## src/rtl/lcd_pkg.sv

```systemverilog
// Shared constants, timing defaults, state encodings and byte-class helpers for the HD44780 write path.
// No logic of its own. No latency and no backpressure.
package lcd_pkg;

    localparam logic [7:0] CMD_CLEAR     = 8'h01;
    localparam logic [7:0] CMD_HOME      = 8'h02;
    localparam logic [7:0] CMD_SET_DDRAM = 8'h80;
    localparam logic [6:0] LINE2_BASE    = 7'h40;
    localparam logic [6:0] LINE_LEN      = 7'd16;

    localparam int DEF_SETUP_CYC     = 5;
    localparam int DEF_E_PULSE_CYC   = 25;
    localparam int DEF_EXEC_CYC      = 2500;
    localparam int DEF_LONG_EXEC_CYC = 82000;
    localparam int CNT_W             = 17;

    typedef enum logic [2:0] {IDLE, SETUP, PULSE, HOLD, WAIT, DONE} lcd_state_t;
    typedef enum logic [2:0] {SEQ_IDLE, SEQ_PREFIX, SEQ_LAUNCH, SEQ_CHAR, SEQ_DONE} seq_state_t;

    // Clear and both home encodings (0x02/0x03) need the long execution time.
    function automatic logic is_long_cmd(input logic [7:0] dat, input logic rs);
        return !rs && (dat == CMD_CLEAR || dat == CMD_HOME || dat == (CMD_HOME | 8'h01));
    endfunction

    function automatic logic [6:0] next_cursor(input logic [6:0] cur, input logic [7:0] dat,
                                               input logic rs);
        if (rs)
            return cur + 7'd1;
        if (is_long_cmd(dat, rs))
            return 7'd0;
        if (dat[7])
            return dat[6:0];
        return cur;
    endfunction

endpackage

```

## src/rtl/lcd_write_byte_if.sv

```systemverilog
// Nios II custom-instruction handshake: clock enable, start, operands, result and done strobe.
// No latency of its own. No backpressure: the CPU waits for done.
interface lcd_write_byte_if;
   logic        clk_en;
   logic        start;
   logic [31:0] dataa;
   logic [31:0] datab;
   logic [31:0] result;
   logic        done;

   modport master (output clk_en, start, dataa, datab, input result, done);
   modport slave  (input clk_en, start, dataa, datab, output result, done);
endinterface

```

## src/rtl/lcd_bus_cycle.sv

```systemverilog
// One HD44780 write cycle: SETUP, E pulse, HOLD, then the execution wait, ending in a one-cycle done.
// Latency: 2*SETUP_CYC + E_PULSE_CYC + wait enabled clocks to done. start is accepted only in IDLE; en=0 freezes.
module lcd_bus_cycle
   import lcd_pkg::*;
#(
   parameter int SETUP_CYC     = DEF_SETUP_CYC,
   parameter int E_PULSE_CYC   = DEF_E_PULSE_CYC,
   parameter int EXEC_CYC      = DEF_EXEC_CYC,
   parameter int LONG_EXEC_CYC = DEF_LONG_EXEC_CYC
) (
   input  logic       clk,
   input  logic       reset,
   input  logic       en,
   input  logic       start,
   input  logic [7:0] tx_dat,
   input  logic       tx_rs,
   input  logic       tx_long,
   output logic       done,
   output logic       lcd_enable,
   output logic       lcd_rs,
   output logic [7:0] lcd_data
);

   localparam logic [CNT_W-1:0] SETUP_LAST = CNT_W'(SETUP_CYC - 1);
   localparam logic [CNT_W-1:0] PULSE_LAST = CNT_W'(E_PULSE_CYC - 1);
   localparam logic [CNT_W-1:0] EXEC_LAST  = CNT_W'(EXEC_CYC - 1);
   localparam logic [CNT_W-1:0] LONG_LAST  = CNT_W'(LONG_EXEC_CYC - 1);

   lcd_state_t       state, state_nxt;
   logic [CNT_W-1:0] cnt;
   logic [CNT_W-1:0] wait_last;
   logic             long_q;
   logic             e_q;

   assign wait_last  = long_q ? LONG_LAST : EXEC_LAST;
   assign done       = (state == DONE);
   assign lcd_enable = e_q;

   always_comb begin
      state_nxt = state;
      case (state)
         IDLE:    if (start)               state_nxt = SETUP;
         SETUP:   if (cnt == SETUP_LAST)   state_nxt = PULSE;
         PULSE:   if (cnt == PULSE_LAST)   state_nxt = HOLD;
         HOLD:    if (cnt == SETUP_LAST)   state_nxt = WAIT;
         WAIT:    if (cnt == wait_last)    state_nxt = DONE;
         DONE:                             state_nxt = IDLE;
         default:                          state_nxt = IDLE;
      endcase
   end

   // E is registered so the LCD pin is glitch-free; reset clears it asynchronously.
   always_ff @(posedge clk or posedge reset) begin
      if (reset) begin
         state    <= IDLE;
         cnt      <= '0;
         e_q      <= 1'b0;
         long_q   <= 1'b0;
         lcd_rs   <= 1'b0;
         lcd_data <= 8'h00;
      end else if (en) begin
         state <= state_nxt;
         e_q   <= (state_nxt == PULSE);
         cnt   <= (state_nxt != state || state == IDLE) ? '0 : cnt + 1'b1;
         if (state == IDLE && start) begin
            lcd_data <= tx_dat;
            lcd_rs   <= tx_rs;
            long_q   <= tx_long;
         end
      end
   end

endmodule

```

## src/rtl/lcd_write_byte.sv

```systemverilog
// Custom instruction writing one command/character byte to an HD44780 LCD; LCD_WRITE_CURSOR_TRACK_EN adds line-wrap cursor tracking.
// Latency: 2*SETUP_CYC + E_PULSE_CYC + wait + 1 enabled clocks to done. start ignored while busy; clk_en=0 freezes everything.
module lcd_write_byte
   import lcd_pkg::*;
#(
   parameter int SETUP_CYC     = DEF_SETUP_CYC,
   parameter int E_PULSE_CYC   = DEF_E_PULSE_CYC,
   parameter int EXEC_CYC      = DEF_EXEC_CYC,
   parameter int LONG_EXEC_CYC = DEF_LONG_EXEC_CYC
) (
   input  logic             clk,
   input  logic             reset,
   lcd_write_byte_if.slave  ci,
   output logic             lcd_enable,
   output logic             lcd_rs,
   output logic             lcd_rw,
   output logic [7:0]       lcd_data
);

   seq_state_t  seq, seq_nxt;
   logic [7:0]  char_q;
   logic        rs_q;
   logic [31:0] result_q, result_nxt;
   logic        bus_start, bus_rs, bus_long, bus_done;
   logic [7:0]  bus_dat;
   logic        need_prefix;
   logic [7:0]  prefix_dat;
   logic        unused_bits;

   assign unused_bits = ^{ci.dataa[31:8], ci.datab[31:1]};
   assign lcd_rw      = 1'b0;
   assign ci.done     = (seq == SEQ_DONE);
   assign ci.result   = result_q;

`ifdef LCD_WRITE_CURSOR_TRACK_EN
   logic [6:0] cursor, cursor_nxt;

   // A character landing just past the end of a line first repositions DDRAM to the next line.
   assign need_prefix = ci.datab[0] && (cursor == LINE_LEN || cursor == LINE2_BASE + LINE_LEN);
   assign prefix_dat  = CMD_SET_DDRAM | {1'b0, (cursor == LINE_LEN) ? LINE2_BASE : 7'h00};
   assign cursor_nxt  = next_cursor(cursor, char_q, rs_q);
   assign result_nxt  = {17'd0, cursor_nxt, char_q};

   always_ff @(posedge clk or posedge reset) begin
      if (reset)
         cursor <= 7'h00;
      else if (ci.clk_en && bus_done) begin
         if (seq == SEQ_PREFIX)
            cursor <= next_cursor(cursor, prefix_dat, 1'b0);
         else if (seq == SEQ_CHAR)
            cursor <= cursor_nxt;
      end
   end
`else
   assign need_prefix = 1'b0;
   assign prefix_dat  = CMD_SET_DDRAM;
   assign result_nxt  = {24'd0, char_q};
`endif

   always_comb begin
      seq_nxt   = seq;
      bus_start = 1'b0;
      bus_dat   = char_q;
      bus_rs    = rs_q;
      bus_long  = is_long_cmd(char_q, rs_q);
      case (seq)
         SEQ_IDLE: begin
            if (ci.start) begin
               bus_start = 1'b1;
               if (need_prefix) begin
                  bus_dat  = prefix_dat;
                  bus_rs   = 1'b0;
                  bus_long = 1'b0;
                  seq_nxt  = SEQ_PREFIX;
               end else begin
                  bus_dat  = ci.dataa[7:0];
                  bus_rs   = ci.datab[0];
                  bus_long = is_long_cmd(ci.dataa[7:0], ci.datab[0]);
                  seq_nxt  = SEQ_CHAR;
               end
            end
         end
         SEQ_PREFIX: if (bus_done) seq_nxt = SEQ_LAUNCH;
         SEQ_LAUNCH: begin
            bus_start = 1'b1;
            seq_nxt   = SEQ_CHAR;
         end
         SEQ_CHAR:   if (bus_done) seq_nxt = SEQ_DONE;
         SEQ_DONE:   seq_nxt = SEQ_IDLE;
         default:    seq_nxt = SEQ_IDLE;
      endcase
   end

   always_ff @(posedge clk or posedge reset) begin
      if (reset) begin
         seq      <= SEQ_IDLE;
         char_q   <= 8'h00;
         rs_q     <= 1'b0;
         result_q <= '0;
      end else if (ci.clk_en) begin
         seq <= seq_nxt;
         if (seq == SEQ_IDLE && ci.start) begin
            char_q <= ci.dataa[7:0];
            rs_q   <= ci.datab[0];
         end
         if (seq == SEQ_CHAR && bus_done)
            result_q <= result_nxt;
      end
   end

   lcd_bus_cycle #(
      .SETUP_CYC     (SETUP_CYC),
      .E_PULSE_CYC   (E_PULSE_CYC),
      .EXEC_CYC      (EXEC_CYC),
      .LONG_EXEC_CYC (LONG_EXEC_CYC)
   ) u_bus (
      .clk        (clk),
      .reset      (reset),
      .en         (ci.clk_en),
      .start      (bus_start),
      .tx_dat     (bus_dat),
      .tx_rs      (bus_rs),
      .tx_long    (bus_long),
      .done       (bus_done),
      .lcd_enable (lcd_enable),
      .lcd_rs     (lcd_rs),
      .lcd_data   (lcd_data)
   );

endmodule

```

## src/flat_wrapper.sv

```systemverilog
// flat-port wrapper written by rule: the top's interface ports become plain ports
module lcd_write_byte_flat import lcd_pkg::*;
#(
   parameter int SETUP_CYC     = DEF_SETUP_CYC,
   parameter int E_PULSE_CYC   = DEF_E_PULSE_CYC,
   parameter int EXEC_CYC      = DEF_EXEC_CYC,
   parameter int LONG_EXEC_CYC = DEF_LONG_EXEC_CYC
)
  (clk, reset, lcd_enable, lcd_rs, lcd_rw, lcd_data, ci_clk_en, ci_start, ci_dataa, ci_datab, ci_result, ci_done);
  lcd_write_byte_if ci_i ();
  input  logic clk;
  input  logic reset;
  output logic lcd_enable;
  output logic lcd_rs;
  output logic lcd_rw;
  output logic [7:0] lcd_data;
  input wire logic [$bits(ci_i.clk_en)-1:0] ci_clk_en;
  input wire logic [$bits(ci_i.start)-1:0] ci_start;
  input wire logic [$bits(ci_i.dataa)-1:0] ci_dataa;
  input wire logic [$bits(ci_i.datab)-1:0] ci_datab;
  output wire logic [$bits(ci_i.result)-1:0] ci_result;
  output wire logic [$bits(ci_i.done)-1:0] ci_done;
  assign ci_i.clk_en = ci_clk_en;
  assign ci_i.start = ci_start;
  assign ci_i.dataa = ci_dataa;
  assign ci_i.datab = ci_datab;
  assign ci_result = ci_i.result;
  assign ci_done = ci_i.done;
  lcd_write_byte #(.SETUP_CYC(SETUP_CYC), .E_PULSE_CYC(E_PULSE_CYC), .EXEC_CYC(EXEC_CYC), .LONG_EXEC_CYC(LONG_EXEC_CYC)) u_core (.clk(clk), .reset(reset), .ci(ci_i), .lcd_enable(lcd_enable), .lcd_rs(lcd_rs), .lcd_rw(lcd_rw), .lcd_data(lcd_data));
endmodule
```

## config.mk

```make
export PLATFORM = sky130hd
export DESIGN_NAME = lcd_write_byte_flat
export DESIGN_NICKNAME = d
export VERILOG_FILES = /design/src/rtl/lcd_pkg.sv /design/src/rtl/lcd_write_byte_if.sv /design/src/rtl/lcd_bus_cycle.sv /design/src/rtl/lcd_write_byte.sv /design/src/flat_wrapper.sv
export SDC_FILE = /design/constraint.sdc
export NUM_CORES = 1
export LEC_CHECK = 0
export ABC_AREA = 1
export BUFFER_PORTS_ARGS = -buffer_cell sky130_fd_sc_hd__buf_2
export CELL_PAD_IN_SITES_DETAIL_PLACEMENT = 1
export CELL_PAD_IN_SITES_GLOBAL_PLACEMENT = 2
export CORE_AREA = 2 2 113 115
export DETAILED_ROUTE_END_ITERATION = 6
export DIE_AREA = 0 0 115 117
export PLACE_DENSITY = 0.77
export SLEW_MARGIN = 20
export SYNTH_ARGS = -nofsm -noshare
export SYNTH_HDL_FRONTEND = slang
export SYNTH_SLANG_ARGS = --single-unit
```

## constraint.sdc

```tcl
create_clock -name clk -period 1.6 [get_ports clk]
set_input_delay 0 -clock clk [delete_from_list [all_inputs] [get_ports clk]]
set_output_delay 0 -clock clk [all_outputs]
set_load 0.01 [all_outputs]
```

Word-level counts from Yosys, hierarchy flattened
Cells that the tools add are included.

word-level totals
  output and inout port bits = 44
  logic and storage cells = 72
  bits in registers = 51
  input port bits = 68

cells by class
  add/subtract/negate cells = 1
  eq/ne operators = 23
  mux-type cells = 20
  reductions and logical operators = 18

operators with widths
  operator                 number
  $mux W17                 2
  $eq A8 B2 Y1 const B     4
  $mux W3                  8
  $add A17 B1 Y17 const B  1
  $eq A17 B17 Y1           1
  $eq A17 B3 Y1 const B    1
  $eq A17 B5 Y1 const B    1
  $eq A8 B1 Y1 const B     2
  $mux W8                  2
  $eq A3 B2 Y1 const B     5
  $pmux W3 S5              1
  $pmux W3 S4              1
  $eq A3 B3 Y1 const B     3
  $eq A3 B1 Y1 const B     2
  $logic_not A3 Y1         2
  $reduce_and A2 Y1        3
  $logic_and A1 B1 Y1      5
  $logic_or A1 B1 Y1       5
  $mux W1                  5
  $ne A2 B1 Y1 const B     2
  $reduce_and A4 Y1        1
  $ne A3 B3 Y1             1
  $logic_not A1 Y1         2
  $ne A2 B2 Y1 const B     1
  $pmux W1 S2              1

Logic depth before layout (Yosys ltp)
Gate-level depths: netlist of run 1.

  depth in word-level cells = 7
  mapped depth = 15
  mapped depth without buffers = 14

Cells and area by module
From an unflattened synthesis of run 1, not the netlist that was laid out.

unflattened totals
  cell total of the unflattened synthesis = 381
  area, all modules = 3095.5 sq um

by module, submodules not included
  module          cells an instance  instances  area an instance (sq um)  sequential area each (sq um)
  lcd_bus_cycle   225                1          1859.3                    775.7
  lcd_write_byte  156                1          1236.2                    500.5

Worst setup path after synthesis of run 1
Ideal clock, no wire load.

  path type = reg2reg
  start point = reg u_core.u_bus.cnt[0]
  end point = reg u_core.u_bus.cnt[16]
  setup slack = -0.129 ns
  arrival time = 1.588 ns
  clock period less this slack = 1.729 ns
  data required time = 1.458 ns
  cell stages (with the launch flop) = 15
  setup time = 0.142 ns
  path buffers = 1
  path through = dfrtp_1 inv_1 ha_1 nand2_1 inv_1 nand2_1 nor2_2 nand2_2 nand2_1 nand2_2 nor2_1 nand3_1 nand3_4 buf_6 a21oi_2

between the ends
  word-level cells in the longest chain between the ends = 6
  elaborated cells between the ends (all ways) = 12
  classes of those cells = add/sub: 1; eq/ne: 4; mux: 6; reduce/logical: 1

ends and longest elaborated chain
  what                                    RTL line             source
  start, declared                         lcd_bus_cycle.sv:30  logic [CNT_W-1:0] cnt;
  start signal, assigned                  lcd_bus_cycle.sv:64  cnt <= (state_nxt != state || state == IDLE) ? '0 : cnt + 1'b1;
  $eq A17 B17 Y1 (tied with other cells)  lcd_bus_cycle.sv:46  WAIT: if (cnt == wait_last) state_nxt = DONE;
  $mux W3, on equally long branches       --
  $pmux W3 S5                             lcd_bus_cycle.sv:41  case (state)
  $ne A3 B3 Y1                            lcd_bus_cycle.sv:64
  $logic_or A1 B1 Y1                      lcd_bus_cycle.sv:64
  $mux W17 *                              lcd_bus_cycle.sv:64

Mark *: on every way between the ends. The rest lies on a longest branch, timed or not.
A chain may end at the register's enable or synchronous reset.

Final worst setup path of run 1
Same ends and word-level chain as after synthesis.

==> qor.yml, run 1 <==
synth_top_area_share_pct: 44.2
clock_latency_ns: 0.29
peakVddDrop_mv: 0.459
hold_path_class: "in -> reg"
grt_pass1_wl_mm: 14.0
worst_slack_ns: -0.264
endpoint_kind: "flop"
rsz0062_at_grt: "true"
netlist_area_um2: 2890
worstPathBufferInverterCount: 3
multiInputGateArea_um2: 1460
path_delay_family: "simple AND/OR/NAND/NOR gates"
drv_cap: 0
cts_buffers: 5
max_slew_margin_pct: 66.5
pin_count: 112
routed_wl_mm: 8.46
grt.total_usage_pct: 13.1
n_antenna_cell: 0
grt_util_met2_pct: 22.5
die_y_um: 117
syn_to_final_growth_pct: 39.4
drc: 0
synth.area.top_cells: "dfrtp_1 (44%), nand2_1 (11%), buf_4 (6.8%)"
path_class: "reg -> reg"
finish.utilization_pct: 32.7
fillers: 1483
tightest_slew_ns: 0.502
final_nets: 527
synth_top_area_cell: "dfrtp_1"
grt_use_met3_pct: 2.47
grt_overflow_total: 0
hold_violations: 0
finalSetupViolCount: 19
fmax_mhz: 537
worstPathRequired_ns: 1.81
outcome: "finished, violations left"
synth_area_per_cell_um2: 8.06
root_buffer: "clkbuf_16"
busiest_layer: "met2"
register_area_um2: 1280
cp_data_arrival_time_ns: 2.07
num_vias: 2649
synth.most_common_cell: "nand2_1"
yosysSeqAreaShare_pct: 44.2
synthTopCellsByCount: "nand2_1 (86), dfrtp_1 (51), nor2_1 (36)"
die-area_um2: 13500
cp-start-kind: "flop"
fp.dieW_um: 115
dr.pass1.iters: 4
violations: "negative setup slack"
yosysWarnings: 0
synth-main-ff-cell: "dfrtp_1"
cts.path.max_buffers: 2
crit_path_top_delay_cell: "dfrtp_1"
cts.sinks: 51
gp_congestion: 0.800
path_cells: "inv_2 > ha_4 > nand2_2 > inv_2 > nand2_2 > nor2_4 > nand2_4 > a21oi_2 > nand3_2 > nand2_2 > nand3_4 > clkbuf_16 > a21oi_2"
p_per_area_nw_per_um2: 1440
grt_pass1_vias: 2786
fin_hold_ws_ns: 0.172
h-tree-depth: 2
fin_crit_ns: 1.86
core-area_um2: 12300
grt_max_degree: 21
final_antenna_net_count: 0
cp_common_cell: "nand2_2"
slew_viol_final: 0
rows: 41
vias_per_cell: 4.36
clk_pin_slew_ns: 0.08
start_util_pct: 23.4
synth-edff-count: 0
synth_cell_types: 32
crit_fanout: 4
ys_ff_latch: 51
async_flop_share_pct: 100
finalCritPeriodShare_pct: 116
drtIter0Drc: 125
met1_usage_pct: 16.8
synth_cells: 358
drive_gt1_share_pct: 35.8
critPathMaxStageDelay_ns: 0.40
cts_tree: "done"
p_leak_nw: 1.93
skew_ns: 0.00938
io_buffers: 31
antenna_found_initial: 0
wl_per_cell_um: 13.9
dp_hpwl_mm: 6.11
metal layers:
| metal | routed length [um] | up-vias |
|---|---|---|
| li1 | - | 1298 |
| met2 | 4280 | 45 |
| met5 | 0 | - |
| met1 | 3720 | 1293 |
| met3 | 282 | 13 |
| met4 | 174 | 0 |
worst register-to-register path: stages (launching register included):
cell	delay (ns)
dfrtp_1	0.40
inv_2	0.08
ha_4	0.13
nand2_2	0.05
inv_2	0.06
nand2_2	0.05
nor2_4	0.13
nand2_4	0.08
a21oi_2	0.16
nand3_2	0.11
nand2_2	0.10
nand3_4	0.12
clkbuf_16	0.19
a21oi_2	0.13
cell type report:
class                      count  area share, %
multi-input combinational    262           36.2
sequential                    51           31.8
timing repair buffer         104           20.4
tap                          150           4.66
clock buffer                   6           3.45
inverter                      33           3.14
clock inverter                 2          0.404
through the flow:
| step | setup slack (ns) | area, um2 | std cells | TNS (ns) | total power, mW |
|---|---|---|---|---|---|
| floorplan | -0.0956 | 2990 | 382 | -0.956 | 3.29 |
| global placement | -0.178 | 3540 | 583 | -2.39 | 4.18 |
| detailed placement | -0.270 | 3540 | 583 | -3.69 | 4.27 |
| CTS | -0.207 | 3860 | 603 | -3.22 | 5.56 |
| global route | -0.400 | 4030 | 608 | -6.90 | 6.25 |
| finish | -0.264 | 4030 | 608 | -3.98 | 5.78 |
cells by family after synthesis:
kind of cell | Yosys count | synth area share (%)
other cells | 1 | 0.130
buf+inv | 69 | 13.0
compound gates | 50 | 10.8
xor+xnor | 15 | 4.55
mux | 3 | 1.17
flops | 51 | 44.2
simple gates | 167 | 25.2
fa+ha+maj | 2 | 0.867
state kept, by name, indices dropped and copies added, names as in the netlist, 3 cells and up:
signal	cells
u_core.char_q	8
u_core.u_bus.lcd_data	8
u_core.u_bus.state	3
u_core.seq	3
u_core.u_bus.cnt	17
u_core.ci.result	8
path summary, 6_finish.rpt:
check	slack, ns	to	cells after the start	from
worst max-delay path	-0.26	u_core.u_bus.cnt[16]	13	u_core.u_bus.cnt[0]
worst min-delay path	0.17	u_core.u_bus.cnt[3]	3	ci_clk_en
worst max register to register	-0.26	u_core.u_bus.cnt[16]	13	u_core.u_bus.cnt[0]
worst min register to register	0.49	u_core.ci.result[3]	2	u_core.ci.result[3]
max in group asynchronous	0.74	u_core.u_bus.cnt[11]	4	reset
min in group asynchronous	0.28	u_core.char_q[1]	3	reset
what timing repair did:
item                                    4_1_cts  5_1_grt
endpoints found under the hold margin        31        0
resized for setup                            16       32
buffers inserted                              2        4
pin swaps                                     5       11
gates cloned                                  0        1
endpoints found under the setup margin       19       45
hold buffers                                 10        0
where the power goes:
group	internal [mW]	switching (mW)
Combinational	1.24	1.41
Clock	0.627	0.510
Sequential	1.69	0.310
Total	3.55	2.23
layout by cell type, fill, tap and decap left out, drive strengths merged, types with 12 or more instances in the layout:
cell type,netlist,routed
buf,31,93
nand2,89,89
dfrtp,51,51
nor2,42,42
inv,33,33
conb,1,25
nand3,22,22
a21oi,21,21
o21ai,16,16
xor2,12,12
Power figures use the tool's default switching activity.
==> run 2, diff against run 1 <==
--- a/config.mk
+++ b/config.mk
@@ -9,10 +9,10 @@
 export BUFFER_PORTS_ARGS = -buffer_cell sky130_fd_sc_hd__buf_2
 export CELL_PAD_IN_SITES_DETAIL_PLACEMENT = 1
 export CELL_PAD_IN_SITES_GLOBAL_PLACEMENT = 2
-export CORE_AREA = 2 2 113 115
+export CORE_AREA = 2 2 103 105
 export DETAILED_ROUTE_END_ITERATION = 6
-export DIE_AREA = 0 0 115 117
-export PLACE_DENSITY = 0.77
+export DIE_AREA = 0 0 105 107
+export PLACE_DENSITY = 0.87
 export SLEW_MARGIN = 20
 export SYNTH_ARGS = -nofsm -noshare
 export SYNTH_HDL_FRONTEND = slang
==> constraint.sdc (replaced) <==
create_clock -name clk -period 2.2 [get_ports clk]
set_input_delay 0 -clock clk [delete_from_list [all_inputs] [get_ports clk]]
set_output_delay 0 -clock clk [all_outputs]
set_load 0.01 [all_outputs]
==> qor.yml, run 2 (synthesis results as in run 1) <==
die_y_um: 107
antenna_found_initial: 0
clk_pin_slew_ns: 0.10
cp_data_arrival_time_ns: 2.15
crit_fanout: 10
worstPathRequired_ns: 2.42
top_layer_used: "met4"
fp.dieW_um: 105
rsz0062_at_grt: "false"
grt_overflow_total: 0
outcome: "finished clean"
start_util_pct: 28.6
drt-met1-wl_mm: 3.17
routed_wl_mm: 7.03
vias_per_cell: 4.44
p_per_area_nw_per_um2: 1060
final_cell_area_um2: 3360
path_class: "reg -> reg"
h-tree-depth: 2
p_leak_nw: 1.61
rrSetupSlack_ns: 0.27
io_buffers: 31
num_vias: 2387
fin_hold_ws_ns: 0.0654
finalSetupViolCount: 0
finish.utilization_pct: 33.3
seqPwrFrac_pct: 41.4
clkPwrFrac_pct: 19.7
tightest_slew_ns: 0.609
fin_setup_tns_ns: 0
endpoint_kind: "flop"
n_antenna_cell: 0
cts.sinks: 51
fin_crit_ns: 1.93
drtIter0Drc: 83
finalCritPeriodShare_pct: 87.6
grt_pass1_wl_mm: 11.9
cell_internal_pwr_mw: 2.17
rows: 37
grt.total_usage_pct: 12.8
wl_met3_um: 159
drc: 0
layout_common_cells: "nand2_1 (86), dfrtp_1 (51), nor2_1 (36), buf_2 (31), inv_1 (30)"
sw_frac_of_total_pct: 39.1
final_nets: 471
regMostFlops: "u_core.u_bus.cnt"
gp_congestion: 0.820
combPwrFrac_pct: 38.9
cts.path.max_buffers: 2
route.met2.wl_mm: 3.66
place_area_um2: 3100
peakVddDrop_mv: 0.403
p_sw_mw: 1.39
grt_pass1_vias: 2531
hold_violations: 0
pin_count: 112
root_buffer: "clkbuf_8"
hold_path_class: "in -> reg"
fillers: 1283
max_slew_margin_pct: 59.3
final_antenna_net_count: 0
slew_viol_final: 0
cts_buffers: 5
dp_hpwl_mm: 5.24
dr.pass1.iters: 4
die-area_um2: 11200
core-area_um2: 10100
syn_to_final_growth_pct: 16.5
clock_latency_ns: 0.31
drive_gt1_share_pct: 18.7
skew_ns: 0.0117
largest_register_ffs: 17
final_common_cell: "nand2_1"
fmax_mhz: 519
grt_max_degree: 27
drv_cap: 0
total_power_mw: 3.56
wl_per_cell_um: 13.1
cts_tree: "done"
cp-start-kind: "flop"
run 2: cell types whose count changed in the layout (fill, tap and decap cells not counted), sizes merged:
cell | before | now
buf | 93 | 38
bufinv | 0 | 1
clkbuf | 7 | 6
clkinv | 1 | 0
clkinvlp | 1 | 0
inv | 33 | 34
run 2: path summary, 6_finish.rpt:
| path | start | end | cells after the start |
|---|---|---|---|
| setup / recovery | u_core.u_bus.cnt[0] | u_core.u_bus.cnt[10] | 13 |
| hold / removal | ci_clk_en | u_core.u_bus.cnt[5] | 2 |
| setup reg to reg | u_core.u_bus.cnt[0] | u_core.u_bus.cnt[10] | 13 |
| hold reg to reg | u_core.ci.result[0] | u_core.ci.result[0] | 2 |
| max in group asynchronous | reset | u_core.seq[0] | 4 |
| min in group asynchronous | reset | u_core.u_bus.lcd_data[5] | 3 |
run 2: stage by stage:
stage               instances  worst slack [ns]
detailed placement        518             0.184
global placement          518             0.228
floorplan                 382             0.471
finish                    538             0.272
CTS                       536             0.155
global route              538            0.0748
run 2: area by class of cell:
class / count / area, um2 / area share (%)
well taps: 136 / 170 / 5.06
clock inverters: 2 / 38.8 / 1.15
multi-input cells: 262 / 1330 / 39.4
inverters: 33 / 124 / 3.68
repair buffers: 48 / 345 / 10.3
flip-flops and latches: 51 / 1280 / 38.0
clock buffers: 6 / 82.6 / 2.46
run 2: repair_timing:
item,CTS,global route
buffers inserted,0,2
endpoints found under the hold margin,43,0
setup endpoints to repair,0,2
hold buffers,10,0
gates resized for setup,0,1
run 2: worst max-delay path, stage by stage, from the launching register on:
cell and delay, ns:
dfrtp_1 0.43, inv_1 0.09, ha_1 0.16, nand2_1 0.05, inv_1 0.05, nand2_1 0.05, nor2_2 0.11, nand2_2 0.10
a21oi_1 0.18, nand3_2 0.13, nand2_2 0.09, nand3_4 0.10, buf_12 0.16, a21oi_1 0.13
run 2: layer usage:
layer,up-vias,GRT usage [%]
met5,-,0
met3,4,2.07
met2,38,23.3
li1,1177,-
met1,1168,16.0
met4,0,2.76
run 2: power by group through the flow:
stage	clock (mW)	combinational, mW	sequential [mW]
after detailed placement	0	1.26	1.49
after CTS	0.733	1.28	1.48
after global placement	0	1.23	1.48
after floorplan	0	0.879	1.50
after global routing	0.758	1.56	1.52
final	0.702	1.39	1.48
==> run 3, diff against run 2 <==
--- a/config.mk
+++ b/config.mk
@@ -6,13 +6,12 @@
 export NUM_CORES = 1
 export LEC_CHECK = 0
 export ABC_AREA = 1
+export ABC_CLOCK_PERIOD_IN_PS = 2200
 export BUFFER_PORTS_ARGS = -buffer_cell sky130_fd_sc_hd__buf_2
-export CELL_PAD_IN_SITES_DETAIL_PLACEMENT = 1
-export CELL_PAD_IN_SITES_GLOBAL_PLACEMENT = 2
-export CORE_AREA = 2 2 103 105
+export CORE_AREA = 2 2 88 90
 export DETAILED_ROUTE_END_ITERATION = 6
-export DIE_AREA = 0 0 105 107
-export PLACE_DENSITY = 0.87
+export DIE_AREA = 0 0 90 92
+export PLACE_DENSITY = 0.7
 export SLEW_MARGIN = 20
 export SYNTH_ARGS = -nofsm -noshare
 export SYNTH_HDL_FRONTEND = slang
==> qor.yml, run 3 (synthesis results as in run 1) <==
cp_data_arrival_time_ns: 2.21
start_util_pct: 38.8
fin_setup_tns_ns: 0
drtIter0Drc: 130
io_buffers: 31
cts.path.max_buffers: 2
largest_register_ffs: 17
outcome: "finished clean"
final_antenna_net_count: 0
slew_viol_final: 0
drive_gt1_share_pct: 18.3
path_class: "reg -> reg"
seqPwrFrac_pct: 43.3
grt_max_degree: 30
fin_crit_ns: 2.00
cts_tree: "done"
cts_buffers: 5
finalSetupViolCount: 0
place_inst: 484
total_power_mw: 3.38
endpoint_kind: "flop"
grt_overflow_total: 0
min_to: "u_core.u_bus.cnt[2]"
vias_per_cell: 4.71
fin_cells: 502
wl_per_cell_um: 11.4
cell_internal_pwr_mw: 2.06
r2r_cells: 14
dp_hpwl_mm: 4.08
antenna_found_initial: 0
n_antenna_cell: 0
h-tree-depth: 2
rsz0062_at_grt: "false"
syn_to_final_growth_pct: 13.2
clk_pin_slew_ns: 0.10
hold_violations: 0
final_nets: 469
sw_frac_of_total_pct: 39.0
cp-start-kind: "flop"
fp.dieW_um: 90
grt_pass1_wl_mm: 9.94
routed_wl_mm: 5.74
finalCritPeriodShare_pct: 90.8
layout_common_cells: "nand2_1 (86), dfrtp_1 (51), nor2_1 (36), buf_2 (31), inv_1 (30)"
grt_pass1_vias: 2134
gp_congestion: 0.848
hold_depth: 4
drc: 0
p_sw_mw: 1.32
root_buffer: "clkbuf_8"
hold_path_class: "in -> reg"
regMostFlops: "u_core.u_bus.cnt"
crit_fanout: 17
grt.total_usage_pct: 14.4
rows: 32
rrSetupSlack_ns: 0.20
combPwrFrac_pct: 36.3
peakVddDrop_mv: 0.648
die_y_um: 92
p_leak_nw: 1.59
worstPathRequired_ns: 2.42
r2r_end: "u_core.u_bus.cnt[0]"
final_common_cell: "nand2_1"
pin_count: 112
die-area_um2: 8280
hold_start: "ci_clk_en"
num_vias: 2364
clock_latency_ns: 0.30
core-area_um2: 7450
skew_ns: 0.00632
dr.pass1.iters: 5
r2r-start: "u_core.u_bus.cnt[0]"
cts.sinks: 51
clkPwrFrac_pct: 20.5
fmax_mhz: 501
cts_resized: 0
drv_cap: 0
p_per_area_nw_per_um2: 1030
fin_hold_ws_ns: 0.109
[run 3: changes by cell type in the layout (fill, tap and decap cells not counted), sizes merged]
| cell | previous run | this run |
|---|---|---|
| buf | 38 | 36 |
[run 3: area by class of cell]
cell class	instances	area [um2]
inverters	33	124
repair buffers	46	293
fillers	760	4180
flip-flops and latches	51	1280
multi-input cells	262	1330
well taps	102	128
clock buffers	6	82.6
clock inverters	2	38.8
[run 3: worst max-delay path by stage]
stage                                    from                    to  cells past startpoint
after floorplan           u_core.u_bus.cnt[0]  u_core.u_bus.cnt[16]                     14
after global placement    u_core.u_bus.cnt[0]   u_core.u_bus.cnt[0]                     14
after detailed placement  u_core.u_bus.cnt[0]   u_core.u_bus.cnt[0]                     12
after CTS                 u_core.u_bus.cnt[0]   u_core.u_bus.cnt[0]                     12
after global routing      u_core.u_bus.cnt[0]   u_core.u_bus.cnt[0]                     14
final                     u_core.u_bus.cnt[0]   u_core.u_bus.cnt[0]                     14
[run 3: power groups by stage]
stage          combinational [mW]  sequential [mW]  clock, mW
5_1_grt                      1.41             1.51      0.742
3_5_place_dp                 1.21             1.48          0
3_3_place_gp                 1.19             1.47          0
4_1_cts                      1.24             1.46      0.713
2_1_floorplan               0.879             1.50          0
6_report                     1.23             1.46      0.691
[run 3: layer usage]
metal	vias up	track usage, %	wire (um)
met2	73	22.5	2650
met4	0	5.13	103
met5	-	0	0
met1	1102	20.6	2740
li1	1179	-	-
met3	10	2.05	243
[run 3: timing repair]
action,CTS,global route
hold buffers,10,0
setup buffers,0,0
hold endpoints to repair,34,0
[run 3: worst max-delay path, stage by stage (launching register included)]
cell and delay (ns):
dfrtp_1 0.42, inv_1 0.09, ha_1 0.18, nand2_1 0.06, inv_1 0.05, nand2_1 0.05
nor2_2 0.12, nand2_2 0.09, nand2_1 0.10, nand2_2 0.07, inv_2 0.05, nand3_2 0.08
nand2_2 0.09, nand3_4 0.23, o21ai_0 0.24
[run 3: metrics by stage]
stage,util (%),worst slack (ns),area (um2)
global placement,40.9,0.277,3050
global route,43.9,0.0138,3270
finish,43.9,0.202,3270
floorplan,-,0.471,2980
detailed placement,40.9,0.223,3050
CTS,43.9,0.199,3270
